$ cat src/rtl/accel_tilt_quantizer.sv
// accel_tilt_quantizer
// Averages windows of 2^WINDOW_LOG2 accelerometer samples and turns the X/Y
// averages into steer/throttle codes with enter/exit hysteresis.
// Ports:
//   clock        - single clock, rising edge
//   reset        - asynchronous, active-high reset
//   sample_valid - one-cycle strobe, acl_data holds a new sample
//   acl_data     - {X[14:10], Y[9:5], Z[4:0]}, 5-bit two's complement, Z unused
//   out_valid    - code_out holds a new, unconsumed decision
//   out_ready    - consumer accepts code_out this cycle
//   code_out     - {28'b0, throttle[1:0], steer[1:0]}
//   overrun_cnt  - saturating count of dropped samples
module accel_tilt_quantizer #(
   parameter int unsigned WINDOW_LOG2 = 3,
   parameter int          ENTER_TH    = 4,
   parameter int          EXIT_TH     = 2
) (
   input  logic        clock,
   input  logic        reset,
   input  logic        sample_valid,
   input  logic [14:0] acl_data,
   input  logic        out_ready,
   output logic        out_valid,
   output logic [31:0] code_out,
   output logic [7:0]  overrun_cnt
);

   localparam int unsigned AW = 5 + WINDOW_LOG2;
   localparam int unsigned CW = WINDOW_LOG2 + 1;
   localparam logic [CW-1:0] LAST_CNT = CW'((1 << WINDOW_LOG2) - 1);
   localparam logic signed [AW-1:0] ENTER_P = AW'(ENTER_TH);
   localparam logic signed [AW-1:0] ENTER_N = AW'(-ENTER_TH);
   localparam logic signed [AW-1:0] EXIT_P  = AW'(EXIT_TH);
   localparam logic signed [AW-1:0] EXIT_N  = AW'(-EXIT_TH);

   localparam logic [1:0] STEER_LEFT  = 2'b01;
   localparam logic [1:0] STEER_RIGHT = 2'b10;
   localparam logic [1:0] THR_ACCEL   = 2'b01;
   localparam logic [1:0] THR_BRAKE   = 2'b10;

   typedef enum logic [1:0] {
      ACCUM = 2'd0,
      EVAL  = 2'd1,
      HOLD  = 2'd2
   } state_t;

   state_t                state, state_nx;
   logic signed [AW-1:0]  sum_x, sum_x_nx;
   logic signed [AW-1:0]  sum_y, sum_y_nx;
   logic [CW-1:0]         cnt, cnt_nx;
   logic [1:0]            steer, steer_nx;
   logic [1:0]            throttle, throttle_nx;
   logic                  out_valid_nx;
   logic [7:0]            overrun_nx;
   logic                  drop_c;

   logic signed [AW-1:0]  x_ext, y_ext;
   logic signed [AW-1:0]  avg_x, avg_y;
   logic                  z_unused;

   assign x_ext    = {{WINDOW_LOG2{acl_data[14]}}, acl_data[14:10]};
   assign y_ext    = {{WINDOW_LOG2{acl_data[9]}},  acl_data[9:5]};
   assign z_unused = ^acl_data[4:0];

   // Arithmetic shift floors toward minus infinity.
   assign avg_x = sum_x >>> WINDOW_LOG2;
   assign avg_y = sum_y >>> WINDOW_LOG2;

   assign code_out = {28'b0, throttle, steer};

   // Enter beats exit, so a strong opposite average switches sides directly.
   function automatic logic [1:0] hyst(input logic [1:0]        cur,
                                       input logic signed [AW-1:0] avg,
                                       input logic [1:0]        pos_code,
                                       input logic [1:0]        neg_code);
      logic [1:0] res;
      res = cur;
      if (avg >= ENTER_P)                          res = pos_code;
      else if (avg <= ENTER_N)                     res = neg_code;
      else if (cur == pos_code && avg <= EXIT_P)   res = 2'b00;
      else if (cur == neg_code && avg >= EXIT_N)   res = 2'b00;
      return res;
   endfunction

   // State and datapath registers.
   always_ff @(posedge clock or posedge reset) begin
      if (reset) begin
         state       <= ACCUM;
         sum_x       <= '0;
         sum_y       <= '0;
         cnt         <= '0;
         steer       <= 2'b00;
         throttle    <= 2'b00;
         out_valid   <= 1'b0;
         overrun_cnt <= 8'd0;
      end else begin
         state       <= state_nx;
         sum_x       <= sum_x_nx;
         sum_y       <= sum_y_nx;
         cnt         <= cnt_nx;
         steer       <= steer_nx;
         throttle    <= throttle_nx;
         out_valid   <= out_valid_nx;
         overrun_cnt <= overrun_nx;
      end
   end

   // Next-state and datapath updates.
   always_comb begin
      state_nx     = state;
      sum_x_nx     = sum_x;
      sum_y_nx     = sum_y;
      cnt_nx       = cnt;
      steer_nx     = steer;
      throttle_nx  = throttle;
      out_valid_nx = out_valid;
      drop_c       = 1'b0;

      case (state)
         ACCUM: begin
            if (sample_valid) begin
               sum_x_nx = sum_x + x_ext;
               sum_y_nx = sum_y + y_ext;
               cnt_nx   = cnt + CW'(1);
               if (cnt == LAST_CNT) state_nx = EVAL;
            end
         end
         EVAL: begin
            drop_c       = sample_valid;
            steer_nx     = hyst(steer, avg_x, STEER_RIGHT, STEER_LEFT);
            throttle_nx  = hyst(throttle, avg_y, THR_ACCEL, THR_BRAKE);
            sum_x_nx     = '0;
            sum_y_nx     = '0;
            cnt_nx       = '0;
            out_valid_nx = 1'b1;
            state_nx     = HOLD;
         end
         HOLD: begin
            // A strobe in the handshake cycle is dropped as well.
            drop_c = sample_valid;
            if (out_ready) begin
               out_valid_nx = 1'b0;
               state_nx     = ACCUM;
            end
         end
         default: state_nx = ACCUM;
      endcase

      overrun_nx = overrun_cnt;
      if (drop_c && overrun_cnt != 8'hFF) overrun_nx = overrun_cnt + 8'd1;
   end

endmodule

$ cat config.mk
export PLATFORM = sky130hd
export DESIGN_NAME = accel_tilt_quantizer
export DESIGN_NICKNAME = d
export VERILOG_FILES = /design/src/rtl/accel_tilt_quantizer.sv
export SDC_FILE = /design/constraint.sdc
export NUM_CORES = 1
export LEC_CHECK = 0
export BUFFER_PORTS_ARGS = -buffer_cell sky130_fd_sc_hd__buf_2
export CAP_MARGIN = 20
export CORE_MARGIN = 4
export CORE_UTILIZATION = 50
export DETAILED_ROUTE_END_ITERATION = 8
export PLACE_DENSITY = 0.75
export SYNTH_ARGS = -nofsm -noshare
export SYNTH_HDL_FRONTEND = slang
export SYNTH_SLANG_ARGS = --single-unit
$ cat constraint.sdc
create_clock -name clock -period 2.4 [get_ports clock]
set_input_delay 0.48 -clock clock [delete_from_list [all_inputs] [get_ports clock]]
set_output_delay 0.48 -clock clock [all_outputs]
set_load 0.1 [all_outputs]
# Word-level counts from Yosys, hierarchy flattened
# Index checks and enable logic that the tools add are counted.
# totals
ff_bits,35
# op_classes
n_lt_le_gt_ge,8
muxes,21
eq_ne,11
add_sub_neg,4
reduce_logical,16
# op_table
cell,count
case mux 8 bit (2 select lines),2
two-way mux 2 bit,11
"less-or-equal comparator 5 x 3 -> 1 bit, second input constant",4
adder 8 x 5 -> 8 bit,2
two-way mux 8 bit,2
">= comparator 5 x 2 -> 1 bit, second input constant",2
">= comparator 5 x 4 -> 1 bit, second input constant",2
"adder 8 x 1 -> 8 bit, second input constant",1
"inequality test 8 bit, second input constant",1
case mux 4 bit (2 select lines),1
AND reduction 2 bit,4
nonzero test 4 bit,2
"== test 2 x 1 -> 1 bit, second input constant",3
"== test 2 bit, second input constant",3
"inequality test 2 bit, second input constant",3
case mux 2 bit (3 select lines),1
logical AND 1 bit,5
"adder 4 x 1 -> 4 bit, second input constant",1
"== test 4 x 3 -> 1 bit, second input constant",1
two-way mux 4 bit,1
nonzero test 2 bit,2
AND reduction 3 bit,1
zero test 2 bit,1
two-way mux 1 bit,2
other kinds (2),2

# Depth between registers and ports, before layout
# logic_depth
ltp_word,6
depth_mapped,9
ltp_nobuf,7

# Worst setup path after synthesis
# Ideal clock, no wire load.
# synth_timing
kind,register to register
from,reg overrun_cnt[0]
to,reg overrun_cnt[5]
arrival_time_ns,2.024
path_buffers,0
path_stages_with_launch,7
required_time_ns,2.238
setup_slack_ns,0.213
path_cell_list,dfrtp_1 -> ha_1 -> nand3_1 -> o211a_1 -> nand4_1 -> nor2_1 -> xor2_1
# synth_via
elab_chain_cells,2
word_cells_on_any_way,3
classes_between,add/sub (1); eq/ne (1); reduce/logical (1)
# synth_lines
element,line,text
from (decl),25,output logic [7:0] overrun_cnt
from (signal assigned),104,overrun_cnt <= overrun_nx;
"parallel branches: the longest is 2 deep, another holds adder 8 x 1 -> 8 bit",n/a,
# Several ways; the timed one is not identified.
# A chain may end at the register's enable or synchronous reset.

# Worst setup path after layout
# layout_timing
from,reg sum_x[0]
to,reg sum_x[6]
# layout_via
elab_chain_cells,3
# layout_lines
element,line,text
from (decl),48,"logic signed [AW-1:0] sum_x, sum_x_nx;"
from (signal assigned),98,sum_x <= sum_x_nx;
adder 8 x 5 -> 8 bit,122,sum_x_nx = sum_x + x_ext;
two-way mux 8 bit,121,if (sample_valid) begin
case mux 8 bit (2 select lines),119,case (state)
# No other way between the ends. The select of a mux whose other input is x is not followed.

==> reports/qor.csv <==
metric;value;unit
status;complete, no violations;
Antenna Nets Post-Route;0;
Die Area;6080;µm²
most frequent cells in the layout;dfrtp_1, conb_1, buf_2;
most common cell after layout, fill and taps aside;dfrtp_1;
clk_lat worst skew;280;ps
Clock Path Buffers;2;
Setup Buffers After CTS;0;
register area;876;µm²
Critical Path Fanout Max;3;
top-level I/O count;60;
first-pass GRT wire length;7190;µm
chip height;78.0;µm
final hold violation count;0;
final setup margin;437;ps
worst path bufs/invs;0;
gr ovfl total;0;
Post-synth EDFFs;0;
unrepaired setup endpoints after global routing;false;
H-Tree Depth;2;
Cell variety after synth;48;
# DRC;0;
Worst-path clk slew;70;ps
Max-Cap Viols;0;
DR vias;1813;
Tcrit/Tclk final;81.8;%
Yosys reg bits;35;
pre-CTS setup slack;224;ps
Max IR drop VDD;0.503;mV
clk root buf;clkbuf_8;
Startpoint Class;flip-flop;
Avg WL per Cell;12.0;µm
GRT Util Overall;14.5;%
Initial DRC Count;134;
WS Path Type;flip-flop to flip-flop;
Syn Std Cell Area;2450;µm²
layout cells sized above 1;16.3;%
Slew Limit Fails;0;
# diodes;0;
Async S/R FF share, synth;100;%
CTS resizes;0;
Final setup violation count;0;
CP top delay family;adder cells;
fmax;0.510;GHz
vias in the first global route;1591;
worst clock skew;1.74;ps
Crit path largest cell delay;410;ps
area of the multi-input gates;1380;µm²
Top FF cell, synth;dfrtp_1;
setup total negative slack;0;ps
Post-CTS Hold Buffers;0;
CTS sink cnt;35;
Fill cells;435;
pwr dens;1390;nW/µm²
core area;4720;µm²
IO buf count;26;
antenna violations before repair;0;
post-layout min period;1960;ps
CP cell instances;ha_1, fa_1, a21o_2, a21oi_1, o21bai_1, mux2i_1, nand3_1;
Mean Syn Cell Area;9.72;µm²
Arr. time, crit path;2130;ps
Initial Util;51.9;%
dpl hpwl;3140;µm
CTS buffer count;5;
Worst EP required;2560;ps
Core Rows;25;
final wirelength;4210;µm
First-pass DRT Iterations;4;
pin count of the biggest net entering global routing;36;
worst hold path class;primary input to async pin;
Leak;1.28;nW
vias per inst;5.18;
CP Capture Type;flip-flop;
CP max stage cell;fa_1;
post-synthesis instance total;252;
Area Overhead vs Synth;6.69;%
GPL Wtd Cong;0.850;
die span in x;78.0;µm
Seq/Total Area, Yosys;35.8;%
Synth Warn #;0;
CTS tree;yes;
layout net count;322;
-- worst min-delay path: cells and delay by family --
| family | cells | cell delay, ps |
|---|---|---|
| buf+inv | 3 | 500 |
-- cell usage after synthesis (2+ instances only) --
cell / n / area [µm²]
inv_1: 9 / 33.8
dfrtp_1: 35 / 876
o211ai_1: 7 / 52.6
or2_0: 2 / 12.5
a211oi_1: 2 / 15.0
a21o_1: 3 / 22.5
nand2b_1: 2 / 12.5
xnor2_1: 9 / 78.8
o21bai_1: 3 / 22.5
and3_1: 4 / 25.0
a211oi_2: 2 / 25.0
clkbuf_8: 2 / 27.5
buf_4: 28 / 210
nand3_1: 7 / 35.0
mux2_2: 5 / 56.3
mux2i_1: 6 / 60.1
nor3b_1: 3 / 22.5
a21oi_1: 11 / 55.1
a32o_1: 3 / 30.0
xor2_1: 5 / 43.8
nand2_1: 22 / 82.6
nand4_1: 6 / 37.5
or4_1: 2 / 15.0
o21ai_0: 16 / 80.1
a22o_1: 5 / 43.8
ha_1: 19 / 238
nor2_1: 10 / 37.5
fa_1: 2 / 40.0
nor2b_1: 3 / 18.8
-- sequential cells by signal (all words and copies together) (netlist names) --
| name | flops |
|---|---|
| sum_y | 8 |
| throttle | 2 |
| cnt | 4 |
| steer | 2 |
| state | 2 |
| overrun_cnt | 8 |
| out_valid | 1 |
| sum_x | 8 |
-- stage by stage --
step	cells	total power [mW]	instance area, µm²	hold slack (ps)	util (%)
floorplan	279	2.94	2550	453	-
global placement	342	3.19	2530	471	53.6
detailed placement	342	3.25	2530	487	53.6
CTS	350	3.67	2610	293	55.3
global route	350	3.93	2610	334	55.3
finish	350	3.63	2610	280	55.3
-- path summary, 6_finish.rpt --
path	end	depth (start not counted)	start	slack, ps
min in group clock	out_valid	2	out_ready	410
max in group asynchronous	sum_y[4]	3	reset	1820
setup / recovery	sum_x[6]	7	sum_x[0]	440
hold reg to reg	sum_y[2]	2	sum_y[2]	500
hold / removal	overrun_cnt[6]	3	reset	280
setup reg to reg	sum_x[6]	7	sum_x[0]	440
-- metal layers --
layer	wire (µm)	vias to the layer above	GRT usage, %
met1	1950	854	19.1
met4	110	0	7.52
met3	178	9	2.67
met5	0	-	0
li1	-	909	-
met2	1960	41	22.7
-- power breakdown --
| part | switching (mW) | total, mW | leakage [nW] | internal, mW |
|---|---|---|---|---|
| clock network | 0.196 | 0.400 | 0.0422 | 0.203 |
| logic | 1.42 | 2.13 | 0.805 | 0.713 |
| registers | 0.268 | 1.10 | 0.436 | 0.835 |
-- cell type report --
cell class / instances / share of cell area (%)
Inverter: 9 / 1.29
Multi-Input combinational cell: 201 / 52.8
Sequential cell: 35 / 33.5
Timing Repair Buffer: 30 / 6.13
Clock inverter: 1 / 0.191
Tap cell: 67 / 3.21
Clock buffer: 7 / 2.92
-- cells by family after synthesis --
family          share of synthesized area [%]
fa+ha+maj                                11.3
flops                                    35.8
mux                                      4.75
compound gates                           16.9
simple gates                             14.0
xor+xnor                                 5.01
buf+inv                                  12.1
other cells                             0.153
(Power assumes the default switching activity.)
